`src/rtl/sm_rocc_pkg.sv`:
```
`default_nettype none
// ============================================================================
// Module   : sm_rocc_pkg
// Brief    : RoCC command field layout, custom-0 opcode and pack/unpack helpers.
// Revision : 1.0 - initial release
// ============================================================================
package sm_rocc_pkg;

  localparam int FUNCT_LSB  = 25;
  localparam int FUNCT_W    = 7;
  localparam int RS2_LSB    = 20;
  localparam int RS2_W      = 5;
  localparam int RS1_LSB    = 15;
  localparam int RS1_W      = 5;
  localparam int XD_BIT     = 14;
  localparam int XS1_BIT    = 13;
  localparam int XS2_BIT    = 12;
  localparam int RD_LSB     = 7;
  localparam int RD_W       = 5;
  localparam int OPCODE_LSB = 0;
  localparam int OPCODE_W   = 7;

  localparam int REG_W    = 5;
  localparam int NUM_REGS = 32;

  localparam logic [OPCODE_W-1:0] CUSTOM0_OPCODE = 7'h0B;

  typedef logic [31:0] inst_t;

  // Response messages carry rd above the data payload.
  function automatic int resp_rd_lsb(input int rd_data_bits);
    return rd_data_bits;
  endfunction

  function automatic inst_t pack_inst(
    input logic [FUNCT_W-1:0]  funct,
    input logic [RS2_W-1:0]    rs2,
    input logic [RS1_W-1:0]    rs1,
    input logic                xd,
    input logic                xs1,
    input logic                xs2,
    input logic [RD_W-1:0]     rd,
    input logic [OPCODE_W-1:0] opcode
  );
    inst_t w_inst;
    w_inst                           = '0;
    w_inst[FUNCT_LSB +: FUNCT_W]     = funct;
    w_inst[RS2_LSB +: RS2_W]         = rs2;
    w_inst[RS1_LSB +: RS1_W]         = rs1;
    w_inst[XD_BIT]                   = xd;
    w_inst[XS1_BIT]                  = xs1;
    w_inst[XS2_BIT]                  = xs2;
    w_inst[RD_LSB +: RD_W]           = rd;
    w_inst[OPCODE_LSB +: OPCODE_W]   = opcode;
    return w_inst;
  endfunction

endpackage
`default_nettype wire

```
`src/rtl/sm_rocc_scoreboard.sv`:
```
`default_nettype none
// ============================================================================
// Module   : sm_rocc_scoreboard
// Brief    : Per-register pending-writeback bits plus outstanding-response count.
// Revision : 1.0 - initial release
// ============================================================================
module sm_rocc_scoreboard
  import sm_rocc_pkg::*;
#(
  parameter int p_max_outstanding = 4
) (
  input  logic             clk,
  input  logic             reset_n,
  input  logic             i_set_en,
  input  logic [REG_W-1:0] i_set_rd,
  input  logic             i_clr_en,
  input  logic [REG_W-1:0] i_clr_rd,
  input  logic [REG_W-1:0] i_query_rs1,
  input  logic [REG_W-1:0] i_query_rs2,
  input  logic [REG_W-1:0] i_query_rd,
  input  logic [REG_W-1:0] i_query_resp_rd,
  output logic             o_hit_rs1,
  output logic             o_hit_rs2,
  output logic             o_hit_rd,
  output logic             o_hit_resp_rd,
  output logic             o_full,
  output logic [4:0]       o_outstanding
);

  localparam logic [4:0] c_max_outstanding = 5'(p_max_outstanding);

  logic [NUM_REGS-1:0] r_sb;
  logic [NUM_REGS-1:0] w_sb_next;
  logic [4:0]          r_count;

  // Set and clear never target the same rd: set needs the bit clear, clear needs it set.
  always_comb begin
    w_sb_next = r_sb;
    if (i_clr_en) w_sb_next[i_clr_rd] = 1'b0;
    if (i_set_en) w_sb_next[i_set_rd] = 1'b1;
  end

  always_ff @(posedge clk or negedge reset_n) begin
    if (!reset_n) begin
      r_sb    <= '0;
      r_count <= '0;
    end else begin
      r_sb <= w_sb_next;
      case ({i_set_en, i_clr_en})
        2'b10:   r_count <= r_count + 5'd1;
        2'b01:   r_count <= r_count - 5'd1;
        default: r_count <= r_count;
      endcase
    end
  end

  assign o_hit_rs1     = r_sb[i_query_rs1];
  assign o_hit_rs2     = r_sb[i_query_rs2];
  assign o_hit_rd      = r_sb[i_query_rd];
  assign o_hit_resp_rd = r_sb[i_query_resp_rd];
  assign o_full        = (r_count == c_max_outstanding);
  assign o_outstanding = r_count;

endmodule
`default_nettype wire

```
`src/rtl/sm_rocc_cmd_issuer.sv`:
```
`default_nettype none
// ============================================================================
// Module   : sm_rocc_cmd_issuer
// Brief    : Core-side RoCC initiator: packs issue requests into commands,
//            unpacks responses into writebacks, tracks pending rd registers.
//            Define SM_ROCC_TIMEOUT_EN to build the response watchdog.
// Revision : 1.0 - initial release
// ============================================================================
module sm_rocc_cmd_issuer
  import sm_rocc_pkg::*;
#(
  parameter int                  p_rs1bits         = 32,
  parameter int                  p_rd_data_bits    = 32,
  parameter int                  p_max_outstanding = 4,
  parameter logic [OPCODE_W-1:0] p_opcode          = CUSTOM0_OPCODE,
  parameter int                  p_timeout_cycles  = 1024
) (
  input  logic                              clk,
  input  logic                              reset_n,
  input  logic                              req_val,
  output logic                              req_rdy,
  input  logic [FUNCT_W-1:0]                req_funct,
  input  logic [RS2_W-1:0]                  req_rs2,
  input  logic [RS1_W-1:0]                  req_rs1,
  input  logic [RD_W-1:0]                   req_rd,
  input  logic                              req_xd,
  input  logic                              req_xs1,
  input  logic                              req_xs2,
  input  logic [p_rs1bits-1:0]              req_rs1_data,
  output logic                              cmd_val,
  input  logic                              cmd_rdy,
  output logic [p_rs1bits+31:0]             cmd_msg,
  input  logic                              resp_val,
  output logic                              resp_rdy,
  input  logic [REG_W+p_rd_data_bits-1:0]   resp_msg,
  output logic                              wb_val,
  input  logic                              wb_rdy,
  output logic [REG_W-1:0]                  wb_rd,
  output logic [p_rd_data_bits-1:0]         wb_data,
  output logic                              busy,
  output logic [4:0]                        outstanding,
  output logic                              err_unexpected,
  output logic                              timeout_err
);

  localparam int c_rd_lsb = resp_rd_lsb(p_rd_data_bits);

  logic                      w_hit_rs1;
  logic                      w_hit_rs2;
  logic                      w_hit_rd;
  logic                      w_hit_resp_rd;
  logic                      w_full;
  logic [4:0]                w_outstanding;
  logic                      w_hazard;
  logic                      w_issue;
  logic                      w_resp_fire;
  logic                      w_sb_set;
  logic                      w_sb_clr;
  logic [REG_W-1:0]          w_resp_rd;
  logic [p_rd_data_bits-1:0] w_resp_data;

  logic                      r_cmd_val;
  logic [p_rs1bits+31:0]     r_cmd_msg;
  logic                      r_wb_val;
  logic [REG_W-1:0]          r_wb_rd;
  logic [p_rd_data_bits-1:0] r_wb_data;
  logic                      r_err_unexpected;

  assign w_resp_rd   = resp_msg[c_rd_lsb +: REG_W];
  assign w_resp_data = resp_msg[p_rd_data_bits-1:0];

  sm_rocc_scoreboard #(
    .p_max_outstanding (p_max_outstanding)
  ) u_scoreboard (
    .clk             (clk),
    .reset_n         (reset_n),
    .i_set_en        (w_sb_set),
    .i_set_rd        (req_rd),
    .i_clr_en        (w_sb_clr),
    .i_clr_rd        (w_resp_rd),
    .i_query_rs1     (req_rs1),
    .i_query_rs2     (req_rs2),
    .i_query_rd      (req_rd),
    .i_query_resp_rd (w_resp_rd),
    .o_hit_rs1       (w_hit_rs1),
    .o_hit_rs2       (w_hit_rs2),
    .o_hit_rd        (w_hit_rd),
    .o_hit_resp_rd   (w_hit_resp_rd),
    .o_full          (w_full),
    .o_outstanding   (w_outstanding)
  );

  // Hazard looks at pre-edge scoreboard state, so a same-rd reissue waits one cycle.
  assign w_hazard = (req_xs1 && w_hit_rs1) ||
                    (req_xs2 && w_hit_rs2) ||
                    (req_xd  && (w_hit_rd || w_full));

  assign req_rdy     = (!r_cmd_val || cmd_rdy) && !w_hazard;
  assign w_issue     = req_val && req_rdy;
  assign resp_rdy    = !r_wb_val || wb_rdy;
  assign w_resp_fire = resp_val && resp_rdy;
  assign w_sb_set    = w_issue && req_xd;
  assign w_sb_clr    = w_resp_fire && w_hit_resp_rd;

  always_ff @(posedge clk or negedge reset_n) begin
    if (!reset_n) begin
      r_cmd_val <= 1'b0;
      r_cmd_msg <= '0;
    end else if (w_issue) begin
      r_cmd_val <= 1'b1;
      r_cmd_msg <= {req_rs1_data,
                    pack_inst(req_funct, req_rs2, req_rs1, req_xd, req_xs1,
                              req_xs2, req_rd, p_opcode)};
    end else if (cmd_rdy) begin
      r_cmd_val <= 1'b0;
    end
  end

  // Unmatched responses are consumed and dropped; only the sticky flag records them.
  always_ff @(posedge clk or negedge reset_n) begin
    if (!reset_n) begin
      r_wb_val         <= 1'b0;
      r_wb_rd          <= '0;
      r_wb_data        <= '0;
      r_err_unexpected <= 1'b0;
    end else begin
      if (w_sb_clr) begin
        r_wb_val  <= 1'b1;
        r_wb_rd   <= w_resp_rd;
        r_wb_data <= w_resp_data;
      end else if (wb_rdy) begin
        r_wb_val  <= 1'b0;
      end
      if (w_resp_fire && !w_hit_resp_rd) begin
        r_err_unexpected <= 1'b1;
      end
    end
  end

`ifdef SM_ROCC_TIMEOUT_EN
  localparam logic [15:0] c_timeout_limit = 16'(p_timeout_cycles);

  logic [15:0] r_wdog;
  logic        r_timeout_err;

  always_ff @(posedge clk or negedge reset_n) begin
    if (!reset_n) begin
      r_wdog        <= '0;
      r_timeout_err <= 1'b0;
    end else if ((w_outstanding == 5'd0) || w_sb_clr) begin
      r_wdog <= '0;
    end else if (r_wdog != c_timeout_limit) begin
      r_wdog <= r_wdog + 16'd1;
      if ((r_wdog + 16'd1) == c_timeout_limit) begin
        r_timeout_err <= 1'b1;
      end
    end
  end

  assign timeout_err = r_timeout_err;
`else
  assign timeout_err = 1'b0;
`endif

  assign cmd_val        = r_cmd_val;
  assign cmd_msg        = r_cmd_msg;
  assign wb_val         = r_wb_val;
  assign wb_rd          = r_wb_rd;
  assign wb_data        = r_wb_data;
  assign err_unexpected = r_err_unexpected;
  assign outstanding    = w_outstanding;
  assign busy           = (w_outstanding != 5'd0);

endmodule
`default_nettype wire

```
`config.mk`:
```
export PLATFORM = sky130hd
export DESIGN_NAME = sm_rocc_cmd_issuer
export DESIGN_NICKNAME = d
export VERILOG_FILES = /design/src/rtl/sm_rocc_pkg.sv /design/src/rtl/sm_rocc_scoreboard.sv /design/src/rtl/sm_rocc_cmd_issuer.sv
export SDC_FILE = /design/constraint.sdc
export NUM_CORES = 1
export LEC_CHECK = 0
export BUFFER_PORTS_ARGS = -buffer_cell sky130_fd_sc_hd__buf_4
export CAP_MARGIN = 20
export CORE_UTILIZATION = 50
export DETAILED_ROUTE_END_ITERATION = 16
export PLACE_DENSITY_LB_ADDON = 0.2
export SLEW_MARGIN = 5
export SYNTH_ARGS = -nofsm -noshare
export SYNTH_HDL_FRONTEND = slang
export SYNTH_SLANG_ARGS = --single-unit
```
`constraint.sdc`:
```
create_clock -name clk -period 7.7 [get_ports clk]
set_input_delay 0.385 -clock clk [delete_from_list [all_inputs] [get_ports clk]]
set_output_delay 0.385 -clock clk [all_outputs]
set_load 0.01 [all_outputs]
```
==> flow_metrics.py, run 1 <==
metrics = {
    "yosys": {
        "netlist_instances": 503,
        "synth.distinct_cells": 47,
        "ys_ff_latch": 135,
        "async_flop_share": 1.00,
        "synth_most_common_cell": "dfrtp_1",
        "yosysWarnings": 0,
        "synth_area_um2": 6840,
        "yosysTopAreaCell": "dfrtp_1",
        "synthTopCellsByArea": "dfrtp_1 (49%), mux2_4 (12%), mux4_2 (8.2%)",
        "syn_avg_cell_area_um2": 13.6,
        "synth_edf_count": 0,
        "ys_top_cells_by_count": "dfrtp_1 (135), mux2_4 (55), mux2_1 (40)",
        "synth_seq_area_share": 0.494,
        "synth_flop_cell": "dfrtp_1",
        "yosysTopAreaCellShare": 0.494,
    },
    "clock_tree": {
        "numCtsBuffers": 17,
        "clkLatencyLatePin_ns": 0.42,
        "cts_resized": 0,
        "cts-root-buf": "clkbuf_16",
        "clock_path_buffers": 2,
        "cts.sinks": 135,
        "cts.htree.levels": 4,
        "post_cts_buffers": 0,
        "cts_tree": "built",
        "ctsHoldBuffers": 1,
        "path_clk_slew_ns": 0.06,
    },
    "power_and_ir_drop": {
        "pwr-share-seq": 0.356,
        "p_clk_frac": 0.287,
        "leakage_nw": 4.31,
        "switching_share": 0.298,
        "vdd_drop_max_v": 0.000191,
        "pwr-share-comb": 0.357,
        "totalPowerFinal_mw": 3.47,
        "p_sw_mw": 1.03,
        "powerDensity_nw_per_um2": 378,
        "p_int_mw": 2.44,
    },
    "sta": {
        "slew_violations": 0,
        "finalHoldViolCount": 0,
        "fin_tns_setup_ns": 0,
        "tightestPinTransition_ns": 1.12,
        "min_period_ns": 3.97,
        "relSlewSlack": 0.254,
        "max_freq_mhz": 252,
        "holdWs_ns": 0.175,
        "finalClockSkew_ns": 0.00598,
        "rsz0062_at_grt": "no",
        "setup_viol_count_final": 0,
        "fin_crit_sh": 0.515,
    },
    "placed_design": {
        "place_hpwl_um": 12000,
        "routabilityCongestion": 0.902,
        "portBuffers": 207,
    },
    "setup_path": {
        "end_kind": "flip-flop",
        "cp_data_required_time_ns": 8.00,
        "reg2reg_from": "u_scoreboard.r_sb[1]$_DFF_PN0_",
        "critical_path_class": "reg2reg",
        "critPathMaxFanout": 8,
        "critPathLaunch": "u_scoreboard.r_sb[1]$_DFF_PN0_",
        "critPathArrivalTime_ns": 4.27,
        "cp-start-kind": "flip-flop",
        "ff2ff_setup_slack_ns": 3.73,
    },
    "floorplan": {
        "ios": 213,
        "start_util": 0.514,
        "dieHeight_um": 119,
        "die_x_um": 119,
        "core_um2": 13300,
        "std_cell_rows": 42,
        "dieArea_um2": 14100,
    },
    "global_routing": {
        "grt_pass1_vias": 5079,
        "grt_pass1_wl_um": 26900,
        "overflow": 0,
        "grt_max_degree": 85,
        "grt_usage": 0.248,
        "antenna_found_initial": 0,
    },
    "flow_run": {
        "maxCapViolCount": 0,
    },
    "detailed_routing": {
        "drt-total-wl_um": 17000,
        "remaining_drc_errors": 0,
        "drtAntennaViolNets": 0,
        "first_pass_iters": 7,
        "wl_per_cell_um": 19.2,
        "vias_per_cell": 5.78,
        "vias": 5105,
        "drtIter0Drc": 385,
    },
    "min_path": {
        "hold_start": "req_rs1_data[31]",
        "min_path_type": "in2reg",
    },
    "cells_and_area": {
        "num_antenna_cells": 0,
        "syn_to_final_growth_pct": 34.2,
        "drive_gt1_frac": 0.468,
        "nets": 799,
    },
    "status": {
        "status": "finished clean",
    },
}
==> path summary, 6_finish.rpt <==
path | cells after the start | to
setup / recovery | 15 | u_scoreboard.o_outstanding[4]$_DFFE_PN0P_
hold / removal | 2 | cmd_msg[63]$_DFFE_PN0N_
setup reg to reg | 15 | u_scoreboard.o_outstanding[4]$_DFFE_PN0P_
hold reg to reg | 1 | err_unexpected$_DFFE_PN0P_
max in group asynchronous | 4 | cmd_msg[59]$_DFFE_PN0N_
min in group asynchronous | 2 | wb_data[27]$_DFFE_PN0P_
==> sequential cells by signal, summed over array words and instances (netlist names) <==
signal / cells
wb_rd: 5
cmd_val: 1
u_scoreboard.o_outstanding: 5
wb_val: 1
wb_data: 32
err_unexpected: 1
u_scoreboard.r_sb: 32
cmd_msg: 58
==> worst max-delay path, cell delays in order, from the launching register on <==
cell and delay (ns):
dfrtp_1 0.44, mux4_2 0.47, nor2b_1 0.15, a211oi_1 0.25
nor4bb_1 0.10, a2111oi_2 0.54, nand4_1 0.27, ha_1 0.36
xor2_1 0.18, ha_1 0.22, o21ai_0 0.16, a21oi_1 0.09
a21oi_1 0.20, xor2_1 0.18, nor2_1 0.07, xor2_1 0.15
==> metal layers <==
layer  up-vias  routed length, µm  global-route usage
met2       277               8150               0.390
met1      2527               6970               0.332
met3        42               1450              0.0723
met4         0                402              0.0815
met5         -                  0                   0
li1       2259                  -                   -
==> logic make-up (layout without fill, tap and decap cells) <==
kind of cell | after synthesis | after routing | synth area share
simple gates | 77 | 77 | 0.0615
other cells | 1 | 5 | 0.000548
fa+ha+maj | 4 | 4 | 0.00732
buf+inv | 48 | 248 | 0.0406
flops | 135 | 135 | 0.494
xor+xnor | 7 | 7 | 0.00897
mux | 139 | 139 | 0.297
compound gates | 92 | 92 | 0.0898
==> through the flow <==
step / utilization / setup WS, ns / area [µm²] / instances
CTS: 0.688 / 3.74 / 9150 / 882
detailed placement: 0.633 / 3.64 / 8410 / 850
finish: 0.690 / 3.73 / 9180 / 883
global route: 0.690 / 3.52 / 9180 / 883
floorplan: - / 4.02 / 6850 / 507
global placement: 0.633 / 3.76 / 8410 / 850
==> area by class of cell <==
cell class | instances | area, µm²
Timing Repair Buffer | 212 | 1620
Clock inverter | 12 | 270
Fill cell | 965 | 4120
Tap cell | 176 | 220
Sequential cell | 135 | 3380
Clock buffer | 19 | 453
Inverter | 5 | 18.8
Multi-Input combinational cell | 324 | 3220
==> layout by cell type (no fill, tap or decap), types with 2 or more instances in the layout <==
master,instances
buf_4,209
dfrtp_1,135
mux2_4,55
mux2_1,40
o21ai_0,35
o31ai_1,33
mux4_2,25
nand2_1,20
mux2i_1,17
clkbuf_16,17
nand3_1,10
nand3b_1,9
nor2_1,8
bufinv_16,8
a21oi_1,7
nor2b_1,6
xor2_1,5
conb_1,5
a32oi_1,4
inv_1,4
nor3_1,4
nand4_1,4
ha_1,4
nand2b_1,3
nor3b_1,2
and3_1,2
a211oi_1,2
mux2_2,2
o311ai_0,2
or3_1,2
o21ai_1,2
xnor2_1,2
clkbuf_8,2
==> power by group through the flow <==
stage / registers, mW / clock network [mW] / logic, mW
3_5_place_dp: 1.23 / 0 / 1.25
3_3_place_gp: 1.22 / 0 / 1.22
2_1_floorplan: 1.30 / 0 / 0.578
5_1_grt: 1.27 / 1.04 / 1.33
6_report: 1.24 / 0.994 / 1.24
4_1_cts: 1.23 / 1.01 / 1.25
Note: power is estimated with default switching activity, not from simulation.
==> run 2: changes to the inputs <==
Settings changed: CORE_UTILIZATION 50 to 47.
Clock period 7.7 ns to 3.55 ns, I/O delays scaled along.
==> flow_metrics.py, run 2 (synthesis results as in run 1) <==
metrics = {
    "power_and_ir_drop": {
        "p_sw_mw": 2.23,
        "p_int_mw": 5.10,
        "p_clk_frac": 0.249,
        "leakage_nw": 4.65,
        "switching_share": 0.304,
        "pwr-share-seq": 0.360,
        "powerDensity_nw_per_um2": 737,
        "pwr-share-comb": 0.391,
        "vdd_drop_max_v": 0.000370,
    },
    "cells_and_area": {
        "largest_register_ff_count": 58,
        "nets": 887,
        "drive_gt1_frac": 0.440,
        "layout_commonest_cell": "buf_4",
        "nFillCells": 954,
        "syn_to_final_growth_pct": 45.4,
        "design_area_um2": 9940,
        "num_antenna_cells": 0,
        "final_cell_mix": "buf_4 (226), dfrtp_1 (135), dlygate4sd3_1 (72), mux2_4 (55), mux2_1 (40)",
    },
    "detailed_routing": {
        "met3_length_um": 1280,
        "remaining_drc_errors": 0,
        "highest_layer": "met4",
        "vias_per_cell": 5.55,
        "met1Wirelength_um": 7330,
        "met2_length_um": 9170,
        "drt-total-wl_um": 18200,
        "drtIter0Drc": 323,
        "vias": 5410,
        "drtAntennaViolNets": 0,
        "wl_per_cell_um": 18.7,
        "first_pass_iters": 5,
    },
    "sta": {
        "finalClockSkew_ns": 0.0110,
        "max_freq_mhz": 289,
        "setup_viol_count_final": 0,
        "holdWs_ns": 0.0246,
        "fin_crit_sh": 0.974,
        "finalHoldViolCount": 0,
        "tightestPinTransition_ns": 0.864,
        "min_period_ns": 3.46,
        "slew_violations": 0,
        "relSlewSlack": 0.424,
    },
    "setup_path": {
        "cp_data_required_time_ns": 3.85,
        "critPathArrivalTime_ns": 3.75,
        "critPathMaxFanout": 5,
        "end_kind": "flip-flop",
        "reg2reg_depth": 15,
        "critical_path_class": "reg2reg",
        "cp-start-kind": "flip-flop",
    },
    "floorplan": {
        "ios": 213,
        "core_um2": 14000,
        "start_util": 0.487,
        "die_x_um": 123,
        "std_cell_rows": 43,
        "dieHeight_um": 123,
        "dieArea_um2": 15000,
    },
    "clock_tree": {
        "clock_path_buffers": 2,
        "cts_tree": "built",
        "clkLatencyLatePin_ns": 0.42,
        "cts.sinks": 135,
        "numCtsBuffers": 17,
        "cts-root-buf": "clkbuf_16",
        "cts.htree.levels": 4,
        "path_clk_slew_ns": 0.06,
    },
    "placed_design": {
        "routabilityCongestion": 0.992,
        "place_hpwl_um": 12000,
        "postPlaceCellArea_um2": 8510,
        "portBuffers": 207,
    },
    "global_routing": {
        "grt_pass1_wl_um": 28200,
        "overflow": 0,
        "grt_usage": 0.251,
        "grt_max_degree": 96,
        "grt_pass1_vias": 5499,
        "antenna_found_initial": 0,
    },
    "flow_run": {
        "maxCapViolCount": 0,
    },
    "status": {
        "status": "finished clean",
    },
    "min_path": {
        "hold_depth": 2,
        "min_path_type": "in2reg",
    },
}
[run 2: metrics by stage]
stage | power, mW | cells | utilization | TNS (ns) | setup slack [ns]
after floorplan | 4.08 | 507 | - | 0 | 0.0731
after global placement | 5.33 | 865 | 0.606 | 0 | 0.0584
after detailed placement | 5.40 | 865 | 0.606 | -0.0227 | -0.0227
after CTS | 7.32 | 969 | 0.702 | 0 | 0.0380
after global routing | 7.72 | 975 | 0.708 | -0.134 | -0.134
final | 7.33 | 975 | 0.708 | 0 | 0.0930
[run 2: worst max-delay path, cell delays in order (launching register included)]
cell       delay (ns)
dfrtp_1          0.41
mux4_2           0.49
mux2_2           0.30
nand4_1          0.12
nand3_2          0.09
a2111oi_4        0.34
nand4_1          0.22
ha_2             0.26
xor2_1           0.14
ha_2             0.20
o21ai_1          0.13
a21oi_1          0.10
a21oi_2          0.16
xor2_1           0.17
nor2_1           0.07
xor2_1           0.14
[run 2: worst paths after layout]
path	start	end	slack, ns
max in group asynchronous	reset_n	cmd_msg[54]$_DFFE_PN0N_	2.28
worst min-delay path	req_rs1[4]	cmd_msg[19]$_DFFE_PN0N_	0.02
worst min register to register	err_unexpected$_DFFE_PN0P_	err_unexpected$_DFFE_PN0P_	0.48
worst max register to register	u_scoreboard.r_sb[31]$_DFF_PN0_	u_scoreboard.o_outstanding[4]$_DFFE_PN0P_	0.09
worst max-delay path	u_scoreboard.r_sb[31]$_DFF_PN0_	u_scoreboard.o_outstanding[4]$_DFFE_PN0P_	0.09
min in group asynchronous	reset_n	wb_data[22]$_DFFE_PN0P_	0.41
[run 2: cell type report]
| type | count | area (µm²) | share of cell area |
|---|---|---|---|
| clock buffer | 22 | 464 | 0.0467 |
| timing repair buffer | 300 | 2450 | 0.246 |
| sequential | 135 | 3380 | 0.340 |
| multi-input combinational | 324 | 3260 | 0.328 |
| tap | 180 | 225 | 0.0227 |
| clock inverter | 9 | 149 | 0.0150 |
| inverter | 5 | 18.8 | 0.00189 |
[run 2: power groups by stage]
stage          Clock, mW  Combinational (mW)  Sequential, mW
3_5_place_dp           0                2.77            2.63
2_1_floorplan          0                1.25            2.83
3_3_place_gp           0                2.72            2.61
5_1_grt             1.93                3.07            2.72
6_report            1.83                2.86            2.64
4_1_cts             1.86                2.83            2.63
[run 2: layer usage]
layer | vias up | GRT usage
li1 | 2432 | -
met5 | - | 0
met1 | 2693 | 0.307
met2 | 251 | 0.415
met4 | 0 | 0.116
met3 | 34 | 0.0627
[run 2: what timing repair did]
item	CTS	global route
gates resized for setup	0	7
setup endpoints to repair	1	1
hold buffers	72	0
buffers inserted	1	6
pin swaps	1	4
hold endpoints to repair	164	0
==> run 3: changes to the inputs <==
Settings changed: PLACE_DENSITY set to 0.79, PLACE_DENSITY_LB_ADDON 0.2 to not set.
==> flow_metrics.py, run 3 (synthesis results as in run 1) <==
metrics = {
    "detailed_routing": {
        "wl_per_cell_um": 19.5,
        "drtAntennaViolNets": 0,
        "drt-total-wl_um": 19000,
        "vias_per_cell": 5.63,
        "first_pass_iters": 5,
        "remaining_drc_errors": 0,
        "drtIter0Drc": 419,
        "vias": 5487,
    },
    "setup_path": {
        "end_kind": "flip-flop",
        "cpMaxStageDelayCell": "mux4_2",
        "cp_cell_sequence": "mux4_2 > mux2i_1 > mux2i_1 > and3_1 > a2111oi_4 > buf_4 > nand4_1 > ha_2 > xor2_1 > ha_2 > a21oi_2 > a21oi_1 > a21oi_2 > xor2_1 > nor2_1 > xor2_1",
        "cp-start-kind": "flip-flop",
        "cp_data_required_time_ns": 3.89,
        "slowest_delay_ns": 0.49,
        "critPathArrivalTime_ns": 3.79,
        "critical_path_class": "reg2reg",
        "critPathMaxFanout": 5,
        "crit_top_cell": "xor2_1",
    },
    "cells_and_area": {
        "num_antenna_cells": 0,
        "drive_gt1_frac": 0.443,
        "layout_commonest_cell": "buf_4",
        "nets": 886,
        "final_cell_mix": "buf_4 (224), dfrtp_1 (135), dlygate4sd3_1 (72), mux2_4 (55), mux2_1 (40)",
        "syn_to_final_growth_pct": 44.7,
        "largest_register_ff_count": 58,
        "design_area_um2": 9890,
        "finish.utilization": 0.705,
    },
    "sta": {
        "tightestPinTransition_ns": 0.959,
        "finalHoldViolCount": 0,
        "setup_slack_ns": 0.0999,
        "relSlewSlack": 0.361,
        "setup_viol_count_final": 0,
        "fin_crit_sh": 0.972,
        "holdWs_ns": 0.0228,
        "finalClockSkew_ns": 0.00913,
        "slew_violations": 0,
        "min_period_ns": 3.45,
        "max_freq_mhz": 290,
        "fin_tns_setup_ns": 0,
    },
    "global_routing": {
        "grt_max_degree": 106,
        "overflow": 0,
        "grt_pass1_wl_um": 29800,
        "grt_usage": 0.266,
        "grt_pass1_vias": 5839,
        "antenna_found_initial": 0,
    },
    "floorplan": {
        "std_cell_rows": 43,
        "die_x_um": 123,
        "core_um2": 14000,
        "ios": 213,
        "dieArea_um2": 15000,
        "start_util": 0.487,
        "dieHeight_um": 123,
    },
    "power_and_ir_drop": {
        "vdd_drop_max_v": 0.000438,
        "switching_share": 0.320,
        "pwr-share-comb": 0.403,
        "p_sw_mw": 2.31,
        "p_int_mw": 4.90,
        "pwr-share-seq": 0.368,
        "leakage_nw": 4.60,
        "p_clk_frac": 0.228,
        "powerDensity_nw_per_um2": 728,
    },
    "min_path": {
        "min_path_type": "in2reg",
    },
    "clock_tree": {
        "cts-root-buf": "clkbuf_16",
        "path_clk_slew_ns": 0.06,
        "cts.sinks": 135,
        "cts_tree": "built",
        "clock_path_buffers": 2,
        "cts.htree.levels": 4,
        "clkLatencyLatePin_ns": 0.41,
        "numCtsBuffers": 17,
    },
    "placed_design": {
        "portBuffers": 207,
        "dp_slack_ns": -0.0371,
        "place_hpwl_um": 12300,
        "routabilityCongestion": 0.980,
        "postPlaceCellArea_um2": 8540,
    },
    "status": {
        "status": "finished clean",
    },
    "flow_run": {
        "maxCapViolCount": 0,
    },
}
-- run 3: changes by cell type in the layout (fill, tap and decap cells not counted), sizes merged --
cell | before | now
clkinvlp | 0 | 5
bufinv | 4 | 1
buf | 228 | 227
clkbuf | 22 | 21
clkinv | 5 | 4
inv | 5 | 6
-- run 3: final timing paths --
| check | start | endpoint | slack (ns) | cells after the start |
|---|---|---|---|---|
| max | u_scoreboard.r_sb[28]$_DFF_PN0_ | u_scoreboard.o_outstanding[4]$_DFFE_PN0P_ | 0.1 | 16 |
| min | req_xs1 | cmd_msg[13]$_DFFE_PN0N_ | 0.02 | 2 |
| max reg2reg | u_scoreboard.r_sb[28]$_DFF_PN0_ | u_scoreboard.o_outstanding[4]$_DFFE_PN0P_ | 0.1 | 16 |
| min reg2reg | err_unexpected$_DFFE_PN0P_ | err_unexpected$_DFFE_PN0P_ | 0.48 | 1 |
| max in group asynchronous | reset_n | cmd_msg[47]$_DFFE_PN0N_ | 2.07 | 3 |
| min in group asynchronous | reset_n | wb_data[30]$_DFFE_PN0P_ | 0.46 | 2 |
-- run 3: layout make-up --
| cell class | instances | area [µm²] |
|---|---|---|
| inverter | 5 | 18.8 |
| clock buffer | 21 | 460 |
| clock inverter | 11 | 100 |
| sequential | 135 | 3380 |
| tap | 180 | 225 |
| multi-input combinational | 324 | 3260 |
| timing repair buffer | 299 | 2450 |
| fill | 955 | 4150 |
-- run 3: worst max-delay path: cells and delay by family, from the launching register on --
family / cells / cell delay, ns
and+or+nand+nor: 3 / 0.48
adders and majority gates: 2 / 0.50
muxes: 3 / 0.80
xor gates and xnor gates: 3 / 0.44
DFF: 1 / 0.42
buffers and inverters: 1 / 0.16
AOI/OAI and AO/OA: 4 / 0.56
-- run 3: layer usage --
metal  track usage  share of wire
met1         0.320           0.39
met2         0.431           0.49
met3        0.0869          0.091
met4         0.125          0.031
met5             0              0
-- run 3: power groups by stage --
stage	Combinational (mW)	Sequential [mW]	Clock, mW
3_5_place_dp	2.79	2.64	0
4_1_cts	2.86	2.64	1.69
2_1_floorplan	1.25	2.83	0
6_report	2.91	2.66	1.65
3_3_place_gp	2.73	2.60	0
5_1_grt	3.12	2.73	1.76
-- run 3: timing repair --
item / in CTS / in global routing
resized for setup: 1 / 7
hold buffers: 71 / 1
gates cloned: 0 / 0
hold endpoints to repair: 174 / 1
buffers inserted: 1 / 3
pin swaps: 0 / 4
endpoints found under the setup margin: 1 / 1
-- run 3: through the flow --
stage               instances  total power [mW]
floorplan                 507              4.08
global route              975              7.61
global placement          867              5.32
finish                    975              7.21
CTS                       971              7.19
detailed placement        867              5.43
